$ cat config.mk
export PLATFORM = sky130hd
export DESIGN_NAME = oam_dma_bus_arbiter
export DESIGN_NICKNAME = d
export VERILOG_FILES = /design/src/rtl/oam_dma_bus_arbiter_pkg.sv /design/src/rtl/oam_dma_bus_arbiter_engine.sv /design/src/rtl/oam_dma_bus_arbiter.sv
export SDC_FILE = /design/constraint.sdc
export NUM_CORES = 1
export LEC_CHECK = 0
export ABC_AREA = 1
export ABC_CLOCK_PERIOD_IN_PS = 1700
export BUFFER_PORTS_ARGS = -buffer_cell sky130_fd_sc_hd__buf_2
export CAP_MARGIN = 20
export CORE_ASPECT_RATIO = 1.2
export CORE_MARGIN = 8
export CORE_UTILIZATION = 45
export DETAILED_ROUTE_END_ITERATION = 7
export HOLD_SLACK_MARGIN = 0.06
export PLACE_DENSITY = 0.81
export SLEW_MARGIN = 20
export SYNTH_ARGS = -nofsm -noshare
export SYNTH_HDL_FRONTEND = slang
export SYNTH_SLANG_ARGS = --single-unit
export TNS_END_PERCENT = 5
$ cat constraint.sdc
create_clock -name iClock -period 1.7 [get_ports iClock]
set_input_delay 0.17 -clock iClock [delete_from_list [all_inputs] [get_ports iClock]]
set_output_delay 0.17 -clock iClock [all_outputs]
set_load 0.01 [all_outputs]
$ cat src/rtl/oam_dma_bus_arbiter_pkg.sv
// Shared constants, state/select encodings and the echo-RAM page helper for the
// OAM DMA bus arbiter.
package oam_dma_bus_arbiter_pkg;

    localparam logic [15:0] DMA_REG_ADDR = 16'hFF46;
    localparam logic [15:0] HRAM_BASE    = 16'hFF80;
    localparam int          DMA_LEN      = 160;
    localparam logic [7:0]  LAST_INDEX   = 8'(DMA_LEN - 1);

    typedef enum logic [1:0] {
        DMA_IDLE,
        DMA_START,
        DMA_READ,
        DMA_WRITE
    } dma_state_t;

    typedef enum logic [1:0] {
        RSEL_NONE,
        RSEL_MEM,
        RSEL_DMAREG,
        RSEL_BLOCKED
    } rsel_t;

    // Pages E0..FF alias work RAM at C0..DF.
    function automatic logic [7:0] effective_page(input logic [7:0] src);
        return (src >= 8'hE0) ? src - 8'h20 : src;
    endfunction

endpackage

$ cat src/rtl/oam_dma_bus_arbiter_engine.sv
// OAM DMA engine: sequencer, byte index, source register and OAM write port.
// Requests the memory port in READ and waits there until port_free grants it.
module oam_dma_engine
    import oam_dma_bus_arbiter_pkg::*;
(
    input  logic        clk,
    input  logic        rst,
    input  logic        start,
    input  logic [7:0]  start_src,
    input  logic        port_free,
    input  logic [7:0]  mem_data,
    output logic        read_req,
    output logic [15:0] read_addr,
    output logic        oam_we,
    output logic [7:0]  oam_addr,
    output logic [7:0]  oam_data,
    output logic        busy,
    output logic [7:0]  dma_src
);

    dma_state_t state, next_state;
    logic [7:0] index;
    logic [7:0] src;

    // NOTE: sequential state uses non-blocking assignments so every register samples pre-edge values.
    always_ff @(posedge clk or posedge rst) begin
        if (rst) begin
            state <= DMA_IDLE;
            index <= 8'h00;
            src   <= 8'h00;
        end else begin
            state <= next_state;
            if (start)
                src <= start_src;
            if (state == DMA_START)
                index <= 8'h00;
            else if (state == DMA_WRITE && !start)
                index <= index + 8'h01;
        end
    end

    // NOTE: next_state gets its default first so no path through the block infers a latch.
    always_comb begin
        next_state = state;
        if (start) begin
            next_state = DMA_START;
        end else begin
            case (state)
                DMA_IDLE:  next_state = DMA_IDLE;
                DMA_START: next_state = DMA_READ;
                DMA_READ:  next_state = port_free ? DMA_WRITE : DMA_READ;
                DMA_WRITE: next_state = (index < LAST_INDEX) ? DMA_READ : DMA_IDLE;
                default:   next_state = DMA_IDLE;
            endcase
        end
    end

    assign read_req  = (state == DMA_READ);
    assign read_addr = {effective_page(src), index};
    // A restart landing on WRITE discards the in-flight byte.
    assign oam_we    = (state == DMA_WRITE) && !start;
    assign oam_addr  = index;
    assign oam_data  = mem_data;
    assign busy      = (state != DMA_IDLE);
    assign dma_src   = src;

endmodule

$ cat src/rtl/oam_dma_bus_arbiter.sv
// Arbiter for the shared external memory port: CPU passthrough, FF46 register
// decode, HRAM-only access during DMA, and the registered CPU read-return mux.
module oam_dma_bus_arbiter
    import oam_dma_bus_arbiter_pkg::*;
(
    input  logic        iClock,
    input  logic        iReset,
    input  logic [15:0] iCpuAddr,
    input  logic [7:0]  iCpuData,
    input  logic        iCpuWe,
    input  logic        iCpuReadRequest,
    output logic [7:0]  oCpuData,
    output logic [15:0] oMemAddr,
    output logic [7:0]  oMemData,
    output logic        oMemWe,
    output logic        oMemReadRequest,
    input  logic [7:0]  iMemData,
    output logic [7:0]  oOamAddr,
    output logic [7:0]  oOamData,
    output logic        oOamWe,
    output logic        oDmaBusy
);

    logic        cpu_wr, cpu_rd;
    logic        is_dma_reg, is_hram;
    logic        cpu_to_mem, cpu_mem_wr, cpu_mem_rd;
    logic        dma_start, port_free;
    logic        dma_read_req;
    logic [15:0] dma_read_addr;
    logic [7:0]  dma_src;
    rsel_t       rsel;

    // A simultaneous write wins; the read is ignored.
    assign cpu_wr     = iCpuWe;
    assign cpu_rd     = iCpuReadRequest && !iCpuWe;
    assign is_dma_reg = (iCpuAddr == DMA_REG_ADDR);
    assign is_hram    = (iCpuAddr >= HRAM_BASE);

    assign dma_start  = cpu_wr && is_dma_reg;
    assign cpu_to_mem = !is_dma_reg && (!oDmaBusy || is_hram);
    assign cpu_mem_wr = cpu_wr && cpu_to_mem;
    assign cpu_mem_rd = cpu_rd && cpu_to_mem;
    assign port_free  = !(cpu_mem_wr || cpu_mem_rd);

    oam_dma_engine u_engine (
        .clk       (iClock),
        .rst       (iReset),
        .start     (dma_start),
        .start_src (iCpuData),
        .port_free (port_free),
        .mem_data  (iMemData),
        .read_req  (dma_read_req),
        .read_addr (dma_read_addr),
        .oam_we    (oOamWe),
        .oam_addr  (oOamAddr),
        .oam_data  (oOamData),
        .busy      (oDmaBusy),
        .dma_src   (dma_src)
    );

    always_comb begin
        oMemAddr        = iCpuAddr;
        oMemData        = iCpuData;
        oMemWe          = cpu_mem_wr;
        oMemReadRequest = cpu_mem_rd;
        if (dma_read_req && port_free) begin
            oMemAddr        = dma_read_addr;
            oMemWe          = 1'b0;
            oMemReadRequest = 1'b1;
        end
    end

    always_ff @(posedge iClock or posedge iReset) begin
        if (iReset)
            rsel <= RSEL_NONE;
        else if (cpu_rd)
            rsel <= is_dma_reg ? RSEL_DMAREG : (cpu_to_mem ? RSEL_MEM : RSEL_BLOCKED);
        else
            rsel <= RSEL_NONE;
    end

    always_comb begin
        case (rsel)
            RSEL_MEM:    oCpuData = iMemData;
            RSEL_DMAREG: oCpuData = dma_src;
            default:     oCpuData = 8'hFF;
        endcase
    end

endmodule

Word level (Yosys, flattened, before mapping)
Cells that the tools add are included.
Widths: inputs -> output; s select.
- register bits after elaboration: 20
- memories kept: 0
- RAM bits: 0
- logic and storage cells: 46
- memory bits (read-only): 0
- input bits: 36
- latch bits: 0
- bitwise logic cells: 0
- eq/ne operators: 6
- multiply operators: 0
- shift-type cells: 0
- reduce and logical (&&, ||, !) cells: 17
- mux-type cells: 14
- order comparisons: 3
- divide/modulo/power cells: 0
- add/subtract/negate cells: 2
- operators by type and width (kind ; number):
    $mux 8 ; 3
    $eq 16x16->1 const B ; 1
    $ge 16x16->1 const B ; 1
    $mux 16 ; 1
    $pmux 8 s2 ; 1
    $mux 2 ; 5
    $add 8x1->8 const B ; 1
    $ge 8x8->1 const B ; 1
    $lt 8x8->1 const B ; 1
    $pmux 2 s4 ; 1
    $sub 8x6->8 const B ; 1
    $logic_and 1x1->1 ; 7
    $eq 2x2->1 const B ; 3
    $logic_not 1->1 ; 5
    $eq 2x1->1 const B ; 2
    $reduce_bool 2->1 ; 2
    $mux 1 ; 3
    $logic_not 2->1 ; 1
    $logic_or 1x1->1 ; 2

Depth between registers and ports, before layout
- depth in word-level cells: 9
- mapped depth: 10

Modules after synthesis
Synthesis repeated with hierarchy kept, for this count alone.
- cells, all modules: 253
- area total of the unflattened synthesis: 1706.6 µm²
- modules (own cells, without submodules) (module ; instances ; sequential area each (µm²) ; cells each ; area each (µm²)):
    oam_dma_engine ; 1 ; 450.4 ; 140 ; 1048.5
    oam_dma_bus_arbiter ; 1 ; 50.0 ; 113 ; 658.1

Worst setup path before layout
No wires, ideal clock.
- path kind: reg2out
- from: register u_engine.state[0]
- to: output port oMemReadRequest
- path slack: 0.192 ns
- stages on the path, launching flop included: 7
- data required time: 1.530 ns
- arrival: 1.338 ns
- path through: dfrtp_1 > or2_1 > nand2_1 > o211ai_4 > nand2_4 > buf_6 > o21ai_0
- word-level cells in the longest chain between the ends: 9
- elaborated cells on any way between the ends: 11
- classes of those cells: 1 x eq/ne; 1 x mux; 9 x reduce/logical
- RTL lines (what ; RTL line ; source):
    from (decl) ; oam_dma_bus_arbiter_engine.sv:21 ; dma_state_t state, next_state;
    from (signal assigned) ; oam_dma_bus_arbiter_engine.sv:32 ; state <= next_state;
    $reduce_bool 2->1 * ; oam_dma_bus_arbiter_engine.sv:64 ; assign busy = (state != DMA_IDLE);
    net oDmaBusy ; oam_dma_bus_arbiter.sv:21 ; output logic oDmaBusy
    $logic_not 1->1 * ; oam_dma_bus_arbiter.sv:40 ; assign cpu_to_mem = !is_dma_reg && (!oDmaBusy || is_hram);
    $logic_or 1x1->1 * ; oam_dma_bus_arbiter.sv:40 ;
    $logic_and 1x1->1 * ; oam_dma_bus_arbiter.sv:40 ;
    $logic_and 1x1->1 (on tied branches) ; oam_dma_bus_arbiter.sv:41, oam_dma_bus_arbiter.sv:42 ;
    $logic_or 1x1->1 ; oam_dma_bus_arbiter.sv:43 ; assign port_free = !(cpu_mem_wr || cpu_mem_rd);
    $logic_not 1->1 ; oam_dma_bus_arbiter.sv:43 ;
    $logic_and 1x1->1 ; oam_dma_bus_arbiter.sv:66 ; if (dma_read_req && port_free) begin
    $mux 1 * ; oam_dma_bus_arbiter.sv:66 ;
    to (decl) ; oam_dma_bus_arbiter.sv:16 ; output logic oMemReadRequest,
The timed path passes the listed nets; every way through them passes the cells marked *.

Final worst setup path
- from: register u_engine.state[0]
- to: output port oMemAddr[15]
- word-level cells in the longest chain between the ends: 9
- elaborated cells on any way between the ends: 11
- classes of those cells: 1 x eq/ne; 1 x mux; 9 x reduce/logical
- RTL lines (what ; RTL line ; source):
    $reduce_bool 2->1 ; oam_dma_bus_arbiter_engine.sv:64 ;
    $logic_not 1->1 ; oam_dma_bus_arbiter.sv:40 ;
    $logic_or 1x1->1 ; oam_dma_bus_arbiter.sv:40 ;
    $logic_and 1x1->1 ; oam_dma_bus_arbiter.sv:40 ;
    $logic_and 1x1->1 (on tied branches) ; oam_dma_bus_arbiter.sv:41, oam_dma_bus_arbiter.sv:42 ;
    $logic_or 1x1->1 ; oam_dma_bus_arbiter.sv:43 ;
    $logic_not 1->1 ; oam_dma_bus_arbiter.sv:43 ;
    $logic_and 1x1->1 * ; oam_dma_bus_arbiter.sv:66 ;
    $mux 16 * ; oam_dma_bus_arbiter.sv:66 ;
    to (decl) ; oam_dma_bus_arbiter.sv:13 ; output logic [15:0] oMemAddr,
Every way passes the cells marked *; elsewhere a longest branch is shown, timed or not.

==> results.md <==
- Clk buf depth: 2
- EDFF count, synth: 0
- Pin count of the biggest net entering global routing: 21
- GRT Resource Usage Total: 16.5%
- Area Growth Syn to Fin: 29.8%
- H-tree depth: 1
- Share of the synthesized area in the top cell type: 31.2%
- M3 GR Usage: 6.40%
- Post-synth top flop: dfrtp_1
- Detailed Route WL: 4990 um
- WP data required: 1530 ps
- Fmax: 0.579 GHz
- Met2 Usage GRT: 31.0%
- Worst-Skew Late Latency: 250 ps
- Pint: 1350 uW
- Final ANT Viol Nets: 0
- Top-Level Pins: 88
- Die height: 81.5 um
- Sink Count: 20
- CTS clock-pin slew for the worst setup and hold paths: 70 ps
- P_leak: 0.00125 uW
- Switching share of total power: 44.9%
- Netlist cell types: 24
- DRT iter0 DRCs: 75
- Sequential power share: 22.9%
- Failing checks: setup timing
- Max-slew violation count: 0
- Synthesized instance count: 231
- Crit path kind: reg2out
- Hold Vio Cnt, Final: 0
- Worst slew pin tran: 340 ps
- Hold Path Class: in2reg
- Vias in the first global route: 1757
- Syn Nets: 271
- Synth Warn #: 0
- Via Count: 1760
- Max-Cap Viols: 0
- Root Driver: clkbuf_8
- Skew final: 3.13 ps
- Combinational Power Share: 62.6%
- Antenna violations before repair: 0
- ANT cells: 0
- Crit share post-route: 102%
- Setup tns final: -235 ps
- Seq/Total Area, Yosys: 31.2%
- Worst slack at placement: 85.5 ps
- RSZ-0062 raised after global routing: true
- Synth Area per Inst: 6.95 sq um
- Chip width: 70.5 um
- Final setup margin: -27.0 ps
- Outcome: finished, violations left
- DR DRC count: 0
- Site Rows: 24
- Ys async rst share: 100%
- Relative slew slack: 77.2%
- Filler cell count in the final layout: 340
- Vias per inst: 5.13
- PortBufs: 87
- First-pass GRT wire length: 7910 um
- CTS Buf Count: 3
- Arrival time worst endpoint: 1560 ps
- Synth top area cells: dfrtp_1 (31%), nand2_1 (16%), nand3_1 (12%)
- Crit Path Max Fanout: 7
- Final nets: 345
- Yosys top cell by area: dfrtp_1
- Pwr per Cell Area: 1170 nW/um^2
- Sw power: 1100 uW
- Clock power share: 14.6%
- GRT Residual Overflow: 0
- CP startpoint kind: flop
- Final Hold Slack: 151 ps
- Seq. cell area: 500 sq um
- Setup crit end kind: output pin
- Die area: 5750 sq um
- Core ar.: 3510 sq um
- Fraction of layout cells with a size suffix above 1: 39.1%
- Detail Placement HPWL: 3810 um
- GPL Wtd Cong: 0.838
- Final Setup Violations: 16
- Number of detailed-route iterations in the first pass: 4
- Min Tclk post-route: 1730 ps
- Met1 usage: 17.0%
- Top Usage Layer GRT: met2
- Initial Util: 45.7%
- Detailed-route wire length per cell: 14.5 um
- Total power: 2450 uW
- CTS tree: done
- Max VDD drop: 952 uV
- Cell Area, Synth: 1610 sq um
- Multi-input gate area: 857 sq um
- Number of synthesized register bits: 20
layout make-up:
| cell class | count | area share, % |
|---|---|---|
| multi-input cells | 158 | 41.1 |
| repair buffers | 99 | 25.8 |
| flip-flops and latches | 20 | 24.0 |
| inverters | 23 | 4.14 |
| clock buffers | 4 | 2.64 |
| well taps | 39 | 2.34 |
metrics by stage:
step / util [%] / cell area (sq um) / std cells
after floorplan: - / 1610 / 231
after detailed placement: 54.1 / 1900 / 330
final: 59.4 / 2090 / 343
after global routing: 59.4 / 2090 / 343
after global placement: 54.1 / 1900 / 330
after CTS: 58.2 / 2040 / 342
cells in the final DEF (no fill, tap or decap):
| master | n |
|---|---|
| xor2_1 | 1 |
| a221o_1 | 8 |
| dfrtp_1 | 20 |
| buf_6 | 2 |
| nand3_2 | 5 |
| nor2_1 | 13 |
| ha_2 | 1 |
| xnor2_1 | 2 |
| clkbuf_8 | 4 |
| nand2_2 | 3 |
| buf_2 | 86 |
| o21ai_2 | 1 |
| o211ai_4 | 1 |
| nand3_1 | 33 |
| nor2_2 | 1 |
| nand4_1 | 1 |
| nand2_4 | 3 |
| o21ai_0 | 7 |
| nand2_1 | 67 |
| o22ai_1 | 1 |
| nor2_4 | 1 |
| a21oi_1 | 4 |
| buf_4 | 10 |
| or2_4 | 1 |
| inv_1 | 23 |
| ha_1 | 3 |
| a31oi_1 | 1 |
| dlygate4sd3_1 | 1 |
metal layers:
layer | up-vias | wire length [um] | part of all wire [%]
met5 | - | 0 | 0
met4 | 0 | 55 | 1.1
met3 | 6 | 497 | 10
met2 | 63 | 2540 | 51
met1 | 813 | 1900 | 38
li1 | 878 | - | -
power by group through the flow:
stage | registers [uW] | clock network [uW] | logic [uW]
final | 559 | 356 | 1530
after detailed placement | 569 | 0 | 1190
after floorplan | 560 | 0 | 806
after CTS | 553 | 360 | 1440
after global routing | 565 | 384 | 1680
after global placement | 569 | 0 | 1180
cell families (layout without fill, tap and decap cells):
kind of cell	after synthesis	count (layout)	share of synthesized area, %
buf+inv	55	126	19.5
flops	20	20	31.2
simple gates	126	128	33.8
fa+ha+maj	4	4	3.12
xor+xnor	3	3	1.64
compound gates	23	23	10.8
worst max-delay path, stage by stage (launching register included):
cell and delay (ps):
dfrtp_1 400, or2_4 270, nand2_4 70, o211ai_4 130, buf_6 180, nand3_1 70, nand2_1 50, buf_2 130
final timing paths:
| kind | startpoint | end | slack, ps | cells after the start |
|---|---|---|---|---|
| setup / recovery | u_engine.state[0] | oMemAddr[15] | -30 | 7 |
| hold / removal | iCpuData[7] | u_engine.dma_src[7] | 150 | 3 |
| setup reg to reg | u_engine.oam_addr[0] | u_engine.oam_addr[6] | 310 | 7 |
| hold reg to reg | u_engine.dma_src[1] | u_engine.dma_src[1] | 540 | 2 |
| max in group asynchronous | iReset | u_engine.dma_src[0] | 1020 | 4 |
| min in group asynchronous | iReset | u_engine.oam_addr[2] | 480 | 4 |
synthesized netlist by cell type (2+ instances only):
| library cell | instances |
|---|---|
| buf_4 | 24 |
| a21oi_1 | 4 |
| dfrtp_1 | 20 |
| buf_6 | 2 |
| nand3_1 | 38 |
| clkbuf_1 | 4 |
| a221o_1 | 8 |
| nor2_2 | 2 |
| nand2_1 | 68 |
| o21ai_0 | 8 |
| xnor2_1 | 2 |
| ha_1 | 4 |
| inv_1 | 23 |
| nor2_1 | 13 |
| nand2_2 | 2 |
flip-flops by register name, summed over array words and instances, names as in the netlist:
name / flops
rsel: 2
u_engine.dma_src: 8
u_engine.oam_addr: 8
u_engine.state: 2
repair_timing:
action | 4_1_cts | 5_1_grt
hold endpoints to repair | 20 | 0
cloned | 2 | 0
setup endpoints to repair | 17 | 21
buffers inserted | 5 | 1
hold buffers | 1 | 0
pin swaps | 4 | 7
gates resized for setup | 7 | 9
Power figures use the tool's default switching activity.
